## src/rtl/miriscv_timer_pkg.sv

```systemverilog
// miriscv_timer_pkg
//   Shared constants for the memory-mapped compare timer: word offsets of the
//   registers inside the 32-byte window (addr[4:2]), CTRL/STATUS bit
//   positions, reset value of CMP and the byte-lane write merge helper.
package miriscv_timer_pkg;

  // Word offsets (addr[4:2]); 5..7 are unmapped
  localparam logic [2:0] OFF_CTRL   = 3'd0;
  localparam logic [2:0] OFF_PRESC  = 3'd1;
  localparam logic [2:0] OFF_CMP    = 3'd2;
  localparam logic [2:0] OFF_CNT    = 3'd3;
  localparam logic [2:0] OFF_STATUS = 3'd4;

  // CTRL fields
  localparam int unsigned CTRL_EN     = 0;
  localparam int unsigned CTRL_AUTO   = 1;
  localparam int unsigned CTRL_IRQ_EN = 2;
  localparam int unsigned CTRL_W      = 3;

  // STATUS fields
  localparam int unsigned STATUS_PEND = 0;
  localparam int unsigned STATUS_EN   = 1;

  localparam logic [31:0] CMP_RESET = 32'hFFFF_FFFF;

  // Replace only the byte lanes whose enable is set
  function automatic logic [31:0] merge_be(input logic [31:0] old_val,
                                           input logic [31:0] new_val,
                                           input logic [3:0]  be);
    logic [31:0] res;
    res[7:0]   = be[0] ? new_val[7:0]   : old_val[7:0];
    res[15:8]  = be[1] ? new_val[15:8]  : old_val[15:8];
    res[23:16] = be[2] ? new_val[23:16] : old_val[23:16];
    res[31:24] = be[3] ? new_val[31:24] : old_val[31:24];
    return res;
  endfunction

endpackage

```

## src/rtl/miriscv_timer_prescaler.sv

```systemverilog
// timer_prescaler
//   Divides the clock into counter ticks. pcnt runs 0..presc_i while enabled;
//   tick_o is asserted in the cycle where pcnt equals presc_i, after which
//   pcnt restarts at 0. presc_i = 0 gives a tick every cycle.
// Ports
//   clk_i    in  clock
//   rst_n_i  in  asynchronous active-low reset
//   en_i     in  timer enable; low holds pcnt at 0
//   clr_i    in  restart the division (CTRL/PRESC bus write)
//   presc_i  in  division value
//   tick_o   out counter advance strobe (combinational from pcnt/en/presc)
module timer_prescaler #(
  parameter int unsigned PRESC_W = 16
) (
  input  logic               clk_i,
  input  logic               rst_n_i,
  input  logic               en_i,
  input  logic               clr_i,
  input  logic [PRESC_W-1:0] presc_i,
  output logic               tick_o
);

  logic [PRESC_W-1:0] pcnt;

  assign tick_o = en_i && (pcnt == presc_i);

  always_ff @(posedge clk_i or negedge rst_n_i) begin
    if (!rst_n_i) begin
      pcnt <= '0;
    end else if (clr_i || !en_i || tick_o) begin
      pcnt <= '0;
    end else begin
      pcnt <= pcnt + PRESC_W'(1);
    end
  end

endmodule

```

## src/rtl/miriscv_timer.sv

```systemverilog
// miriscv_timer
//   Memory-mapped compare timer on the core data bus. A prescaled 32-bit
//   counter is compared against CMP; a match latches PEND and either reloads
//   the counter (AUTO_RELOAD) or stops the timer (one-shot). int_req_o is
//   PEND gated by IRQ_EN and is retired by int_fin_i or a STATUS W1C.
// Ports
//   clk_i, rst_n_i  clock, asynchronous active-low reset
//   req_i, we_i     decoded bus request, 1 = write
//   be_i            write byte enables
//   addr_i          byte address, word offset addr[4:2] inside the window
//   wdata_i         write data
//   rdata_o         combinational read data (0 when not reading)
//   int_req_o       level interrupt request
//   int_fin_i       one-cycle interrupt retire pulse
module miriscv_timer
  import miriscv_timer_pkg::*;
#(
  parameter logic [31:0] BASE_ADDR = 32'h8000_2000,
  parameter int unsigned PRESC_W   = 16
) (
  input  logic        clk_i,
  input  logic        rst_n_i,
  input  logic        req_i,
  input  logic        we_i,
  input  logic [3:0]  be_i,
  input  logic [31:0] addr_i,
  input  logic [31:0] wdata_i,
  output logic [31:0] rdata_o,
  output logic        int_req_o,
  input  logic        int_fin_i
);

  // Window-relative address; BASE_ADDR is 32-byte aligned, so only [4:2] matter
  logic [31:0] win_addr;
  logic [2:0]  offs;
  assign win_addr = addr_i - BASE_ADDR;
  assign offs     = win_addr[4:2];

  logic wr_en, rd_en;
  assign wr_en = req_i && we_i;
  assign rd_en = req_i && !we_i;

  logic wr_ctrl, wr_presc, wr_cmp, wr_cnt, wr_status;
  assign wr_ctrl   = wr_en && (offs == OFF_CTRL);
  assign wr_presc  = wr_en && (offs == OFF_PRESC);
  assign wr_cmp    = wr_en && (offs == OFF_CMP);
  assign wr_cnt    = wr_en && (offs == OFF_CNT);
  assign wr_status = wr_en && (offs == OFF_STATUS);

  logic [CTRL_W-1:0]  ctrl;
  logic [PRESC_W-1:0] presc;
  logic [31:0]        cmp;
  logic [31:0]        cnt;
  logic               pend;
  logic               tick;

  timer_prescaler #(
    .PRESC_W (PRESC_W)
  ) u_prescaler (
    .clk_i   (clk_i),
    .rst_n_i (rst_n_i),
    .en_i    (ctrl[CTRL_EN]),
    .clr_i   (wr_ctrl || wr_presc),
    .presc_i (presc),
    .tick_o  (tick)
  );

  // A CNT write in a tick cycle suppresses both increment and match
  logic match;
  logic cnt_adv;
  assign cnt_adv = tick && !wr_cnt;
  assign match   = cnt_adv && (cnt == cmp);

  logic pend_clr;
  assign pend_clr = int_fin_i || (wr_status && be_i[0] && wdata_i[STATUS_PEND]);

  logic [31:0] presc_wr;
  assign presc_wr = merge_be(32'(presc), wdata_i, be_i);

  // Bits outside the decoded offset and above PRESC_W are intentionally dropped
  logic unused_bits;
  assign unused_bits = ^{win_addr[31:5], win_addr[1:0], presc_wr >> PRESC_W};

  always_ff @(posedge clk_i or negedge rst_n_i) begin
    if (!rst_n_i) begin
      ctrl  <= '0;
      presc <= '0;
      cmp   <= CMP_RESET;
      cnt   <= '0;
      pend  <= 1'b0;
    end else begin
      // Written EN takes priority over the one-shot stop
      if (wr_ctrl && be_i[0]) begin
        ctrl <= wdata_i[CTRL_W-1:0];
      end else if (match && !ctrl[CTRL_AUTO]) begin
        ctrl[CTRL_EN] <= 1'b0;
      end

      if (wr_presc) begin
        presc <= presc_wr[PRESC_W-1:0];
      end

      if (wr_cmp) begin
        cmp <= merge_be(cmp, wdata_i, be_i);
      end

      if (wr_cnt) begin
        cnt <= merge_be(cnt, wdata_i, be_i);
      end else if (cnt_adv) begin
        if (match) begin
          if (ctrl[CTRL_AUTO]) begin
            cnt <= '0;
          end
        end else begin
          cnt <= cnt + 32'd1;
        end
      end

      // A match in the same cycle as a retire keeps PEND set
      if (match) begin
        pend <= 1'b1;
      end else if (pend_clr) begin
        pend <= 1'b0;
      end
    end
  end

  assign int_req_o = pend && ctrl[CTRL_IRQ_EN];

  always_comb begin
    rdata_o = '0;
    if (rd_en) begin
      case (offs)
        OFF_CTRL:   rdata_o = 32'(ctrl);
        OFF_PRESC:  rdata_o = 32'(presc);
        OFF_CMP:    rdata_o = cmp;
        OFF_CNT:    rdata_o = cnt;
        OFF_STATUS: rdata_o = {30'd0, ctrl[CTRL_EN], pend};
        default:    rdata_o = '0;
      endcase
    end
  end

endmodule

```

## config.mk

```make
export PLATFORM = sky130hd
export DESIGN_NAME = miriscv_timer
export DESIGN_NICKNAME = d
export VERILOG_FILES = /design/src/rtl/miriscv_timer_pkg.sv /design/src/rtl/miriscv_timer_prescaler.sv /design/src/rtl/miriscv_timer.sv
export SDC_FILE = /design/constraint.sdc
export NUM_CORES = 1
export LEC_CHECK = 0
export CAP_MARGIN = 10
export CORE_UTILIZATION = 40
export DETAILED_ROUTE_END_ITERATION = 16
export PLACE_DENSITY = 0.72
export SLEW_MARGIN = 5
export SYNTH_ARGS = -nofsm -noshare
export SYNTH_HDL_FRONTEND = slang
export SYNTH_SLANG_ARGS = --single-unit
```

## constraint.sdc

```tcl
create_clock -name clk_i -period 4.2 [get_ports clk_i]
set_input_delay 0.84 -clock clk_i [delete_from_list [all_inputs] [get_ports clk_i]]
set_output_delay 0.84 -clock clk_i [all_outputs]
set_load 0.01 [all_outputs]
```

==> results.yml <==
run_status:
  run_status: "finished, final reports clean"
layout:
  antenna_cells: 0
  nets: 783
  drive_gt1_share_pct: 20.1
  design_area_um2: 7680
  final_core_utilization_pct: 49.8
  syn2layout_area_growth_pct: 19.4
  post_layout_nonfiller_instances: 924
yosys:
  synth_async_sr_flop_share_pct: 100
  share_of_the_yosys_chip_area_belonging_to_registers_pct: 39.5
  synth_seq_cells: 100
  synth_warnings: 0
  synth.most_common_cell: "sky130_fd_sc_hd__nor2_1"
  synth.area.top_cells: "sky130_fd_sc_hd__dfrtp_1, sky130_fd_sc_hd__dfstp_2, sky130_fd_sc_hd__mux2_2"
  per_instance_average_area_after_synthesis_um2: 9.83
  synthCells: 654
  synthFlopType: "sky130_fd_sc_hd__dfrtp_1"
  synth_cell_type_count: 53
  synth.top_cell.area_share_pct: 26.5
  synth.largest_area_cell: "sky130_fd_sc_hd__dfrtp_1"
  synth_enable_flop_cells: 0
  synthTopCellsByCount: "sky130_fd_sc_hd__nor2_1, sky130_fd_sc_hd__dfrtp_1, sky130_fd_sc_hd__mux2_2"
  synthesis.nets: 729
  netlist_area_um2: 6430
sta:
  finalMaxSlewViolations: 0
  setup_viol: 0
  timing.fmax_mhz: 255
  hold_viol: 0
  final.min_clock_period_ns: 3.92
  timing.setup.tns_ns: 0
  slew_headroom_pct: 35.8
  final.setup_skew_ns: 0.00999
  timing.final.crit_share_pct: 93.2
  postLayoutSetupSlackWorst_ns: 0.285
  worst_pin_slew_ns: 0.959
  rsz0062_at_grt: "false"
global_route:
  top_usage_layer: "met2"
  grt_use_met3_pct: 3.04
  grt_overflow: 0
  first_pass_grt_wire_length_mm: 29.8
  largest_net_degree_at_the_start_of_global_routing: 68
  global_route.usage.total_pct: 23.2
  via_count_of_the_first_global_routing_pass: 5608
  met2_usage_pct: 37.3
  antenna_found_initial: 0
  met1_capacity_usage_during_global_routing_pct: 31.3
worst_setup_path:
  crit-reg2reg-launch: "presc[1]"
  cp-end-kind: "primary output"
  arrival_ns: 3.08
  reg2reg_slack_ns: 0.52
  startpoint: "addr_i[2]"
  worstSetupEndpoint: "rdata_o[8]"
  path_max_fanout: 24
  criticalPathCategory: "in2out"
  regToRegEndpoint: "cnt[1]"
  rr_worst_depth: 7
  startpoint_kind_of_the_worst_setup_timing_path: "input port"
  worst_ep_required_time_ns: 3.36
route:
  dr_total_vias: 5618
  drtIter0Drc: 461
  drt-wirelength-per-cell_um: 20.0
  firstDrtPassIters: 5
  post-route-drc-count: 0
  drt.antenna.violating_nets: 0
  vias_per_cell: 6.08
  finalWirelength_mm: 18.5
die:
  floorplan_die_width_um: 129
  fp.dieArea_um2: 16600
  row_count: 45
  core_area_um2: 15400
  boundaryPins: 106
  initial_cell_density_of_the_core_pct: 41.7
  die_h_um: 129
cts:
  cts_hold_repair.buffers: 0
  cts_tree: "yes"
  clk-insertion-delay-late_ns: 0.35
  max-clock-path-buffers: 2
  clkSinkCount: 100
  ctsResizeCount: 0
  cts.root.buffer_cell: "sky130_fd_sc_hd__clkbuf_16"
  h-tree-depth: 3
  numCtsBuffers: 9
  postCtsSetupBuffers: 0
  clkTransAtPathRegs_ns: 0.07
power_and_ir_drop:
  vdd_drop_max_v: 0.000229
  pwr_density_cell_nw_per_um2: 413
  leakage_nw: 2.89
worst_hold_path:
  timing.hold.worst.class: "reg2reg"
placement:
  pre_cts_ws_ns: 0.320
  placement.io_buffers: 76
  place_hpwl_mm: 13.3
  gp_congestion: 0.911
  dp_cells: 908
  dpl_cell_area_um2: 7330
flow_run:
  timing.max_cap.violations: 0
cells by family after synthesis:
kind of cell | count (synthesis) | synth area share, %
muxes | 68 | 12.1
AOI/OAI and AO/OA | 138 | 17.4
xor gates and xnor gates | 62 | 8.44
and+or+nand+nor | 228 | 17.4
DFF | 100 | 39.5
adders and majority gates | 2 | 0.389
buffers and inverters | 56 | 4.75
through the flow:
stage	hold WS [ns]	power, mW
after floorplan	0.490	1.89
after global placement	0.518	2.15
after detailed placement	0.531	2.19
final	0.543	3.17
after global routing	0.565	3.31
after CTS	0.546	3.17
registers in the layout (all words and copies together), names as in the netlist:
register and cells:
presc 16, pend 1, cnt 32, cmp 32, ctrl 3, u_prescaler.pcnt 16
where the power goes:
part	switching (mW)	internal, mW
combinational	0.397	0.386
clock	0.376	0.601
sequential	0.236	1.17
worst max-delay path: stages:
cell and delay (ns):
sky130_fd_sc_hd__clkdlybuf4s50_1 0.51, sky130_fd_sc_hd__buf_12 0.19, sky130_fd_sc_hd__nor2b_1 0.46, sky130_fd_sc_hd__buf_4 0.26
sky130_fd_sc_hd__a22oi_1 0.09, sky130_fd_sc_hd__nor2_1 0.15, sky130_fd_sc_hd__clkdlybuf4s50_1 0.56
cells in the final DEF (no fill, tap or decap), types with 2 or more instances in the layout:
| cell | instances |
|---|---|
| sky130_fd_sc_hd__a22o_1 | 24 |
| sky130_fd_sc_hd__a22oi_1 | 33 |
| sky130_fd_sc_hd__and2_1 | 2 |
| sky130_fd_sc_hd__and3_1 | 17 |
| sky130_fd_sc_hd__buf_12 | 2 |
| sky130_fd_sc_hd__buf_4 | 14 |
| sky130_fd_sc_hd__bufinv_16 | 3 |
| sky130_fd_sc_hd__clkbuf_16 | 9 |
| sky130_fd_sc_hd__clkdlybuf4s50_1 | 75 |
| sky130_fd_sc_hd__dfrtp_1 | 68 |
| sky130_fd_sc_hd__dfstp_2 | 32 |
| sky130_fd_sc_hd__ha_1 | 2 |
| sky130_fd_sc_hd__inv_1 | 8 |
| sky130_fd_sc_hd__mux2_2 | 66 |
| sky130_fd_sc_hd__nand2_1 | 53 |
| sky130_fd_sc_hd__nand2b_1 | 3 |
| sky130_fd_sc_hd__nand3_1 | 24 |
| sky130_fd_sc_hd__nand3b_1 | 3 |
| sky130_fd_sc_hd__nand4_1 | 15 |
| sky130_fd_sc_hd__nor2_1 | 69 |
| sky130_fd_sc_hd__nor2b_1 | 5 |
| sky130_fd_sc_hd__nor3_1 | 5 |
| sky130_fd_sc_hd__nor4_1 | 8 |
| sky130_fd_sc_hd__o21a_1 | 3 |
| sky130_fd_sc_hd__o21ai_0 | 15 |
| sky130_fd_sc_hd__o221ai_1 | 29 |
| sky130_fd_sc_hd__o22a_1 | 2 |
| sky130_fd_sc_hd__o2bb2ai_1 | 6 |
| sky130_fd_sc_hd__o31a_1 | 4 |
| sky130_fd_sc_hd__o31ai_1 | 12 |
| sky130_fd_sc_hd__or2_2 | 2 |
| sky130_fd_sc_hd__or3_1 | 4 |
| sky130_fd_sc_hd__or4_1 | 10 |
| sky130_fd_sc_hd__xnor2_1 | 20 |
| sky130_fd_sc_hd__xor2_1 | 42 |
how the worst min path moves through the flow:
stage | startpoint | slack, ns | endpoint | depth (start not counted)
2_1_floorplan | ctrl[2] | 0.49 | ctrl[2] | 1
3_3_place_gp | pend | 0.52 | pend | 1
3_5_place_dp | ctrl[2] | 0.53 | ctrl[2] | 1
4_1_cts | ctrl[2] | 0.55 | ctrl[2] | 1
5_1_grt | ctrl[2] | 0.56 | ctrl[2] | 1
6_report | ctrl[2] | 0.54 | ctrl[2] | 1
routing by layer:
layer,vias to the layer above,share of wire (%)
met2,253,47
li1,2543,-
met1,2774,44
met4,0,3.2
met3,48,6.0
met5,-,0
final cells by class:
class	count	area [um^2]
Timing Repair Buffer	91	896
Fill cell	1412	7750
Clock buffer	11	243
Inverter	8	30.0
Clock inverter	5	106
Multi-Input combinational cell	498	3600
Sequential cell	100	2540
Tap cell	211	264
Note: power is estimated with default switching activity, not from simulation.
